[config.mk]
export PLATFORM = sky130hd
export DESIGN_NAME = adder8_serial_scheduler
export DESIGN_NICKNAME = d
export VERILOG_FILES = /design/src/rtl/adder8_serial_scheduler_pkg.sv /design/src/rtl/adder8_serial_scheduler_csa.sv /design/src/rtl/adder8_serial_scheduler.sv
export SDC_FILE = /design/constraint.sdc
export NUM_CORES = 1
export LEC_CHECK = 0
export ABC_AREA = 0
export BUFFER_PORTS_ARGS = -buffer_cell sky130_fd_sc_hd__buf_2
export CORE_MARGIN = 2
export CORE_UTILIZATION = 52
export CTS_CLUSTER_DIAMETER = 30
export DETAILED_ROUTE_END_ITERATION = 7
export GPL_ROUTABILITY_DRIVEN = 0
export PLACE_DENSITY = 0.77
export SYNTH_ARGS = -nofsm -noshare
export SYNTH_HDL_FRONTEND = slang
export SYNTH_SLANG_ARGS = --single-unit
[constraint.sdc]
create_clock -name clk -period 4.8 [get_ports clk]
set_input_delay 1.2 -clock clk [delete_from_list [all_inputs] [get_ports clk]]
set_output_delay 1.2 -clock clk [all_outputs]
set_load 0.01 [all_outputs]
[src/rtl/adder8_serial_scheduler_pkg.sv]
`default_nettype none
// ============================================================================
// Module   : adder8_serial_scheduler_pkg
// Purpose  : Shared state encodings, requester IDs and sizing helper.
// Revision : 1.0
// ============================================================================
package adder8_serial_scheduler_pkg;

    localparam logic [1:0] c_IDLE = 2'd0;
    localparam logic [1:0] c_RUN  = 2'd1;
    localparam logic [1:0] c_DONE = 2'd2;

    localparam logic c_REQ0 = 1'b0;
    localparam logic c_REQ1 = 1'b1;

    // Byte-index counter width; never narrower than one bit.
    function automatic int idx_width(input int words);
        return (words > 1) ? $clog2(words) : 1;
    endfunction

endpackage
`default_nettype wire

[src/rtl/adder8_serial_scheduler_csa.sv]
`default_nettype none
// ============================================================================
// Module   : carryselectadder8bit
// Purpose  : 8-bit carry-select adder; upper nibble precomputed for both carries.
// Revision : 1.0
// ============================================================================
module carryselectadder8bit (
    input  logic [7:0] A,
    input  logic [7:0] B,
    input  logic       Cin,
    output logic [7:0] Sum,
    output logic       Cout
);

    logic [4:0] w_lo;
    logic [4:0] w_hi0;
    logic [4:0] w_hi1;

    assign w_lo  = {1'b0, A[3:0]} + {1'b0, B[3:0]} + {4'b0000, Cin};
    assign w_hi0 = {1'b0, A[7:4]} + {1'b0, B[7:4]};
    assign w_hi1 = {1'b0, A[7:4]} + {1'b0, B[7:4]} + 5'd1;

    assign Sum  = {(w_lo[4] ? w_hi1[3:0] : w_hi0[3:0]), w_lo[3:0]};
    assign Cout = w_lo[4] ? w_hi1[4] : w_hi0[4];

endmodule
`default_nettype wire

[src/rtl/adder8_serial_scheduler.sv]
`default_nettype none
// ============================================================================
// Module   : adder8_serial_scheduler
// Purpose  : Round-robin shares one 8-bit adder between two multi-byte requesters.
// Revision : 1.0
// ============================================================================
module adder8_serial_scheduler
    import adder8_serial_scheduler_pkg::*;
#(
    parameter int WORDS = 4
) (
    input  logic                 clk,
    input  logic                 rst,
    input  logic                 req0_valid,
    output logic                 req0_ready,
    input  logic [8*WORDS-1:0]   req0_a,
    input  logic [8*WORDS-1:0]   req0_b,
    input  logic                 req0_sub,
    input  logic                 req1_valid,
    output logic                 req1_ready,
    input  logic [8*WORDS-1:0]   req1_a,
    input  logic [8*WORDS-1:0]   req1_b,
    input  logic                 req1_sub,
    output logic                 resp_valid,
    input  logic                 resp_ready,
    output logic                 resp_id,
    output logic [8*WORDS-1:0]   resp_sum,
    output logic                 resp_cout,
    output logic                 resp_ovf,
    output logic                 busy
);

    localparam int              W          = 8 * WORDS;
    localparam int              IDXW       = idx_width(WORDS);
    localparam logic [IDXW-1:0] c_LAST_IDX = IDXW'(WORDS - 1);

    logic [1:0]      r_state;
    logic [1:0]      w_next_state;
    logic [W-1:0]    r_a;
    logic [W-1:0]    r_b;
    logic [W-1:0]    r_sum;
    logic            r_carry;
    logic [IDXW-1:0] r_idx;
    logic            r_last_grant;

    logic            w_grant_valid;
    logic            w_grant_id;
    logic [W-1:0]    w_sel_a;
    logic [W-1:0]    w_sel_b;
    logic            w_sel_sub;
    logic [7:0]      w_add_a;
    logic [7:0]      w_add_b;
    logic [7:0]      w_add_sum;
    logic            w_add_cout;

    // On a tie the requester that did not win last time is served.
    always_comb begin
        w_grant_valid = 1'b0;
        w_grant_id    = c_REQ0;
        if (req0_valid && req1_valid) begin
            w_grant_valid = 1'b1;
            w_grant_id    = ~r_last_grant;
        end else if (req0_valid) begin
            w_grant_valid = 1'b1;
            w_grant_id    = c_REQ0;
        end else if (req1_valid) begin
            w_grant_valid = 1'b1;
            w_grant_id    = c_REQ1;
        end
    end

    assign w_sel_a   = (w_grant_id == c_REQ1) ? req1_a   : req0_a;
    assign w_sel_b   = (w_grant_id == c_REQ1) ? req1_b   : req0_b;
    assign w_sel_sub = (w_grant_id == c_REQ1) ? req1_sub : req0_sub;

    always_ff @(posedge clk or posedge rst) begin
        if (rst) begin
            r_state <= c_IDLE;
        end else begin
            r_state <= w_next_state;
        end
    end

    always_comb begin
        w_next_state = r_state;
        case (r_state)
            c_IDLE:  if (w_grant_valid)       w_next_state = c_RUN;
            c_RUN:   if (r_idx == c_LAST_IDX) w_next_state = c_DONE;
            c_DONE:  if (resp_ready)          w_next_state = c_IDLE;
            default:                          w_next_state = c_IDLE;
        endcase
    end

    always_comb begin
        req0_ready = 1'b0;
        req1_ready = 1'b0;
        if ((r_state == c_IDLE) && w_grant_valid) begin
            req0_ready = (w_grant_id == c_REQ0);
            req1_ready = (w_grant_id == c_REQ1);
        end
        busy = (r_state == c_RUN) || (r_state == c_DONE);
    end

    assign w_add_a = r_a[{r_idx, 3'b000} +: 8];
    assign w_add_b = r_b[{r_idx, 3'b000} +: 8];

    carryselectadder8bit u_adder (
        .A    (w_add_a),
        .B    (w_add_b),
        .Cin  (r_carry),
        .Sum  (w_add_sum),
        .Cout (w_add_cout)
    );

    // Subtraction is A + ~B + 1: B is inverted at capture and the +1 seeds the carry.
    always_ff @(posedge clk or posedge rst) begin
        if (rst) begin
            r_a          <= '0;
            r_b          <= '0;
            r_sum        <= '0;
            r_carry      <= 1'b0;
            r_idx        <= '0;
            r_last_grant <= c_REQ1;
            resp_valid   <= 1'b0;
            resp_id      <= 1'b0;
            resp_cout    <= 1'b0;
            resp_ovf     <= 1'b0;
        end else begin
            case (r_state)
                c_IDLE: begin
                    if (w_grant_valid) begin
                        r_a          <= w_sel_a;
                        r_b          <= w_sel_sub ? ~w_sel_b : w_sel_b;
                        r_carry      <= w_sel_sub;
                        r_idx        <= '0;
                        resp_id      <= w_grant_id;
                        r_last_grant <= w_grant_id;
                    end
                end
                c_RUN: begin
                    r_sum[{r_idx, 3'b000} +: 8] <= w_add_sum;
                    r_carry                     <= w_add_cout;
                    if (r_idx == c_LAST_IDX) begin
                        resp_cout  <= w_add_cout;
                        // Top sum bit comes straight from the adder since r_sum updates this edge.
                        resp_ovf   <= (r_a[W-1] == r_b[W-1]) && (w_add_sum[7] != r_a[W-1]);
                        resp_valid <= 1'b1;
                    end else begin
                        r_idx <= r_idx + IDXW'(1);
                    end
                end
                c_DONE: begin
                    if (resp_ready) begin
                        resp_valid <= 1'b0;
                    end
                end
                default: begin
                    resp_valid <= 1'b0;
                end
            endcase
        end
    end

    assign resp_sum = r_sum;

endmodule
`default_nettype wire

Word level (Yosys, flattened, before mapping)
Cells that the tools add are included.
Widths: inputs -> output; s select.
- bits in read-only memories: 0
- memories kept: 0
- logic and storage cells: 72
- register bits after elaboration: 106
- input port bits: 135
- bits in latches: 0
- bits in writable memories: 0
- output and inout port bits: 39
- div/mod/pow operators: 0
- bitwise gates (word level): 4
- equal/unequal tests: 9
- mux-type cells: 26
- reduce and logical (&&, ||, !) cells: 12
- shift-type cells: 4
- $add $sub $neg: 6
- multipliers: 0
- $lt $le $gt $ge: 0
- operators with widths (operator ; number):
    $mux 32 ; 3
    $shiftx 32x6->8 ; 2
    $bwmux 32 ; 1
    $not 32->32 ; 1
    $shift 8x7->32 const A ; 1
    $shiftx 8x7->32 ; 1
    $mux 1 ; 12
    $add 4x4->5 ; 2
    $mux 2 ; 5
    $reduce_and 3->1 ; 3
    $ne 2x2->1 const B ; 4
    $neg 5->7 ; 1
    $pmux 2 s3 ; 1
    $reduce_and 2->1 ; 3
    $add 5x1->5 ; 1
    $add 5x1->5 const B ; 1
    $eq 2x2->1 const B ; 2
    $mux 4 ; 1
    $pmux 2 s2 ; 1
    $logic_and 1x1->1 ; 3
    $not 1->1 ; 3
    $pmux 1 s3 ; 1
    $add 2x1->2 const B ; 1
    $eq 2x1->1 const B ; 1
    other kinds (6) ; 6

Logic depth before layout (Yosys ltp)
- depth in word-level cells: 6
- mapped depth: 13
- depth with buffers taken out: 11

Modules after synthesis
From an unflattened synthesis, not the netlist that was laid out.
- cells, all modules: 541
- area total of the unflattened synthesis: 6119.6 µm²
- modules (own cells, without submodules) (module ; seq. area each (µm²) ; cells an instance ; area each (µm²) ; times used):
    adder8_serial_scheduler ; 2653.8 ; 494 ; 5738.0 ; 1
    carryselectadder8bit ; 0.0 ; 47 ; 381.6 ; 1

Least setup slack after synthesis
Ideal clock, no wire load.
- kind: register to register
- start point: register r_idx[1]
- end point: register resp_cout
- cell stages (with the launch flop): 14
- path slack: 1.533 ns
- data required time: 4.672 ns
- period minus slack after synthesis: 3.267 ns
- arrival: 3.139 ns
- buffers on the path: 2
- path through: dfrtp_1 > clkbuf_1 > clkbuf_1 > mux4_2 > ha_1 > inv_1 > fa_1 > inv_1 > ha_1 > inv_1 > or2_2 > nor4b_2 > xor2_1 > o21ai_0
- word-level cells in the longest chain between the ends: 4
- ends and longest elaborated chain (item ; line ; RTL):
    start: declaration ; adder8_serial_scheduler.sv:43 ; logic [IDXW-1:0] r_idx;
    start signal: assignment ; adder8_serial_scheduler.sv:149 ; r_idx <= r_idx + IDXW'(1);
    $shiftx 32x6->8 (on tied branches) ; adder8_serial_scheduler.sv:104, adder8_serial_scheduler.sv:105 ;
    $add 4x4->5 (on tied branches) ; adder8_serial_scheduler_csa.sv:20, adder8_serial_scheduler_csa.sv:21, adder8_serial_scheduler_csa.sv:19 ;
    $add 5x1->5 (on tied branches) ; adder8_serial_scheduler_csa.sv:21, adder8_serial_scheduler_csa.sv:19 ;
    $mux 1 ; adder8_serial_scheduler_csa.sv:24 ; assign Cout = w_lo[4] ? w_hi1[4] : w_hi0[4];
    end signal: assignment ; adder8_serial_scheduler.sv:144 ; resp_cout <= w_add_cout;
    end: declaration ; adder8_serial_scheduler.sv:28 ; output logic resp_cout,
Several ways; a longest one is shown, not always the timed one.
A chain may end at the register's enable or synchronous reset.

Final worst setup path
- start point: register r_idx[0]
- end point: register r_sum[13], in the netlist resp_sum[13]
- word-level cells in the longest chain between the ends: 6
- ends and longest elaborated chain (item ; line ; RTL):
    $shiftx 32x6->8 (on tied branches) ; adder8_serial_scheduler.sv:104, adder8_serial_scheduler.sv:105 ;
    $add 4x4->5 (on tied branches) ; adder8_serial_scheduler_csa.sv:20, adder8_serial_scheduler_csa.sv:21, adder8_serial_scheduler_csa.sv:19 ;
    $add 5x1->5 (on tied branches) ; adder8_serial_scheduler_csa.sv:21, adder8_serial_scheduler_csa.sv:19 ;
    $mux 4 ; adder8_serial_scheduler_csa.sv:23 ; assign Sum = {(w_lo[4] ? w_hi1[3:0] : w_hi0[3:0]), w_lo[3:0]};
    $shiftx 8x7->32 ; adder8_serial_scheduler.sv:141 ; r_sum[{r_idx, 3'b000} +: 8] <= w_add_sum;
    $bwmux 32 * ; adder8_serial_scheduler.sv:141 ;
    end signal: indexed assignment ; adder8_serial_scheduler.sv:141 ;
    end: declaration ; adder8_serial_scheduler.sv:41 ; logic [W-1:0] r_sum;
Mark *: on every way between the ends. The rest lies on a longest branch, timed or not.

==> results.json <==
{
  "grt_pass1_wl_um": 22800,
  "synth_cells": 545,
  "crit_start": "r_idx[0]$_DFFE_PP0P_",
  "rows": 38,
  "ys_seq_elements": 106,
  "antenna_found_initial": 0,
  "grt_usage_pct": 24.8,
  "synth_edf_count": 0,
  "dp_cells": 830,
  "dr_total_vias": 4758,
  "fin_skew_ns": 0.0160,
  "cts_tree": "built",
  "hp-start": "r_a[19]$_DFFE_PP0P_",
  "clock_latency_ns": 0.38,
  "cap_violations": 0,
  "ys_warn_count": 0,
  "max_freq_ghz": 0.283,
  "period_needed_ns": 3.54,
  "ctsResizeCount": 0,
  "cts_root_buffer": "clkbuf_8",
  "rr_worst_depth": 9,
  "status": "finished clean",
  "seq_area_frac_synth_pct": 45.6,
  "syn_nets": 700,
  "postSynthAreaPerCell_sq_um": 10.7,
  "netlist_area_sq_um": 5820,
  "hold_buffers": 0,
  "min_path_type": "reg2reg",
  "cts_max_path_buffers": 2,
  "synthArstFlopShare_pct": 100,
  "vdd_drop_max_uv": 533,
  "vias_per_cell": 5.62,
  "fillerInstances": 882,
  "rr_startpoint": "r_idx[0]$_DFFE_PP0P_",
  "critPathCaptureType": "flop",
  "ios": 174,
  "drt_iter0_drc": 281,
  "overflow": 0,
  "port_buffers": 173,
  "ant_nets": 0,
  "path_clk_slew_ns": 0.11,
  "setup_tns_ns": 0,
  "design.final.nets": 856,
  "period_share_pct": 73.7,
  "drv_slew": 0,
  "synth_top_area_share_pct": 45.1,
  "whs_path_depth": 2,
  "antenna_cells": 0,
  "rrSetupSlack_ns": 1.26,
  "clock-sinks": 106,
  "die_w_um": 110,
  "crit_required_ns": 5.11,
  "wl_per_cell_um": 16.7,
  "htreeDepth": 3,
  "setup_viol_count_final": 0,
  "firstDrtPassIters": 5,
  "wl_um": 14100,
  "dp_hpwl_um": 10700,
  "r2r-end": "resp_sum[13]$_DFFE_PP0P_",
  "finalPower_w": 0.00509,
  "start_util_pct": 53.5,
  "holdPathEnd": "r_a[19]$_DFFE_PP0P_",
  "path_max_fanout": 16,
  "synth_top_area_cell": "dfrtp_1",
  "grt_pass1_vias": 4595,
  "layoutNonFillerInstCount": 846,
  "core_sq_um": 10900,
  "numCtsBuffers": 9,
  "power.leakage_nw": 3.38,
  "grt_max_degree": 99,
  "chipHeight_um": 110,
  "slew_headroom_pct": 23.3,
  "synthFlopType": "dfrtp_1",
  "yosys-top-cells-area": "dfrtp_1, mux4_2, mux2i_1, xnor2_1, nand2_1",
  "die-area_sq_um": 12100,
  "crit_type": "reg2reg",
  "post_cts_buffers": 0,
  "drive_gt1_share_pct": 32.2,
  "worst_slew_pin_slew_ns": 1.15,
  "area_growth_pct": 19.2,
  "rsz0062_at_grt": "no",
  "crit_path_start_kind": "flop",
  "drc": 0,
  "power.density_nw_per_um2": 733,
  "hold_violations": 0,
  "arrival_ns": 3.85,
  "synthDistinctLibCells": 44
}
[report_power, final]
part / switching, W / internal, W / total, W
logic: 0.00173 / 0.00122 / 0.00295
registers: 0.000318 / 0.00130 / 0.00162
clock network: 0.000325 / 0.000197 / 0.000522
[layout make-up]
cell class / count / area [sq um] / area share [%]
multi-input combinational: 386 / 2940 / 42.4
sequential: 106 / 2650 / 38.2
timing repair buffer: 179 / 911 / 13.1
tap: 140 / 175 / 2.52
clock buffer: 9 / 124 / 1.78
inverter: 19 / 73.8 / 1.06
clock inverter: 7 / 61.3 / 0.883
[flip-flops by register name (all words and copies together), names as in the netlist]
name,count
r_a,32
r_b,32
resp_sum,32
r_idx,2
r_state,2
r_carry,1
r_last_grant,1
resp_cout,1
resp_id,1
resp_ovf,1
resp_valid,1
[layout by cell type (no fill, tap or decap), types with 2 or more instances in the layout]
cell type,netlist,routed
a21o_1,4,4
dfrtp_1,105,105
mux4_2,16,16
a22o_1,28,28
nand2_1,79,79
ha_1,17,17
a21oi_1,11,11
buf_2,11,173
clkbuf_8,0,9
fa_1,3,3
o21ai_1,32,31
nor2_1,12,11
buf_4,2,6
a22oi_1,33,33
nand2_2,2,2
and2_1,3,3
o21ai_0,43,43
mux2i_1,35,35
xnor2_1,34,34
nor4b_2,3,3
clkinv_4,0,3
inv_1,19,18
clkinvlp_4,0,2
nand2b_1,7,7
or2_2,2,2
a31oi_1,2,2
xor2_1,4,4
[cells in the mapped netlist, types with 3 or more instances]
library cell	number
buf_2	11
xor2_1	4
o21ai_0	43
fa_1	3
xnor2_1	34
mux2i_1	35
mux4_2	16
a22oi_1	33
nand2b_1	7
o21ai_1	32
and2_1	3
a21o_1	4
inv_1	19
nor2_1	12
nand2_1	79
buf_6	4
clkbuf_1	16
ha_1	17
dfrtp_1	105
nor4b_2	3
a22o_1	28
a21oi_1	11
[how the worst max path moves through the flow]
stage	end	slack [ns]	cells after the start
after floorplan	r_a[0]$_DFFE_PP0P_	0.81	1
after global placement	resp_sum[21]$_DFFE_PP0P_	1.38	9
after detailed placement	resp_sum[5]$_DFFE_PP0P_	1.30	9
after CTS	resp_sum[13]$_DFFE_PP0P_	1.26	9
after global routing	resp_sum[5]$_DFFE_PP0P_	0.96	9
final	resp_sum[13]$_DFFE_PP0P_	1.26	9
[per-layer routing]
metal / vias to the layer above / track usage (%) / routed length (um)
met5: - / 0 / 0
met4: 0 / 7.14 / 214
met3: 18 / 3.91 / 843
met2: 176 / 40.7 / 6880
met1: 2311 / 34.3 / 6150
li1: 2253 / - / -
[through the flow]
step / hold slack, ns / worst slack (ns) / instance area [sq um] / utilization, %
5_1_grt: 0.513 / 0.964 / 6940 / 63.7
3_3_place_gp: 0.453 / 1.38 / 6760 / 62.0
2_1_floorplan: 0.445 / 0.813 / 5820 / -
4_1_cts: 0.489 / 1.26 / 6940 / 63.7
6_report: 0.489 / 1.26 / 6940 / 63.7
3_5_place_dp: 0.467 / 1.30 / 6760 / 62.0
[cell families after synthesis]
group	Yosys count	synth area share [%]
compound gates	160	17.7
simple gates	115	9.05
flops	106	45.6
buf+inv	53	4.30
mux	52	12.6
xor+xnor	39	6.10
fa+ha+maj	20	4.69
[critical path: stages, from the launching register on]
cell and delay (ns):
dfrtp_1 0.79, buf_4 0.38, mux4_2 0.55, fa_1 0.39, inv_1 0.08, fa_1 0.19
nand2b_1 0.16, a21oi_1 0.16, o21ai_0 0.54, a22o_1 0.22
Note: power is estimated with default switching activity, not from simulation.
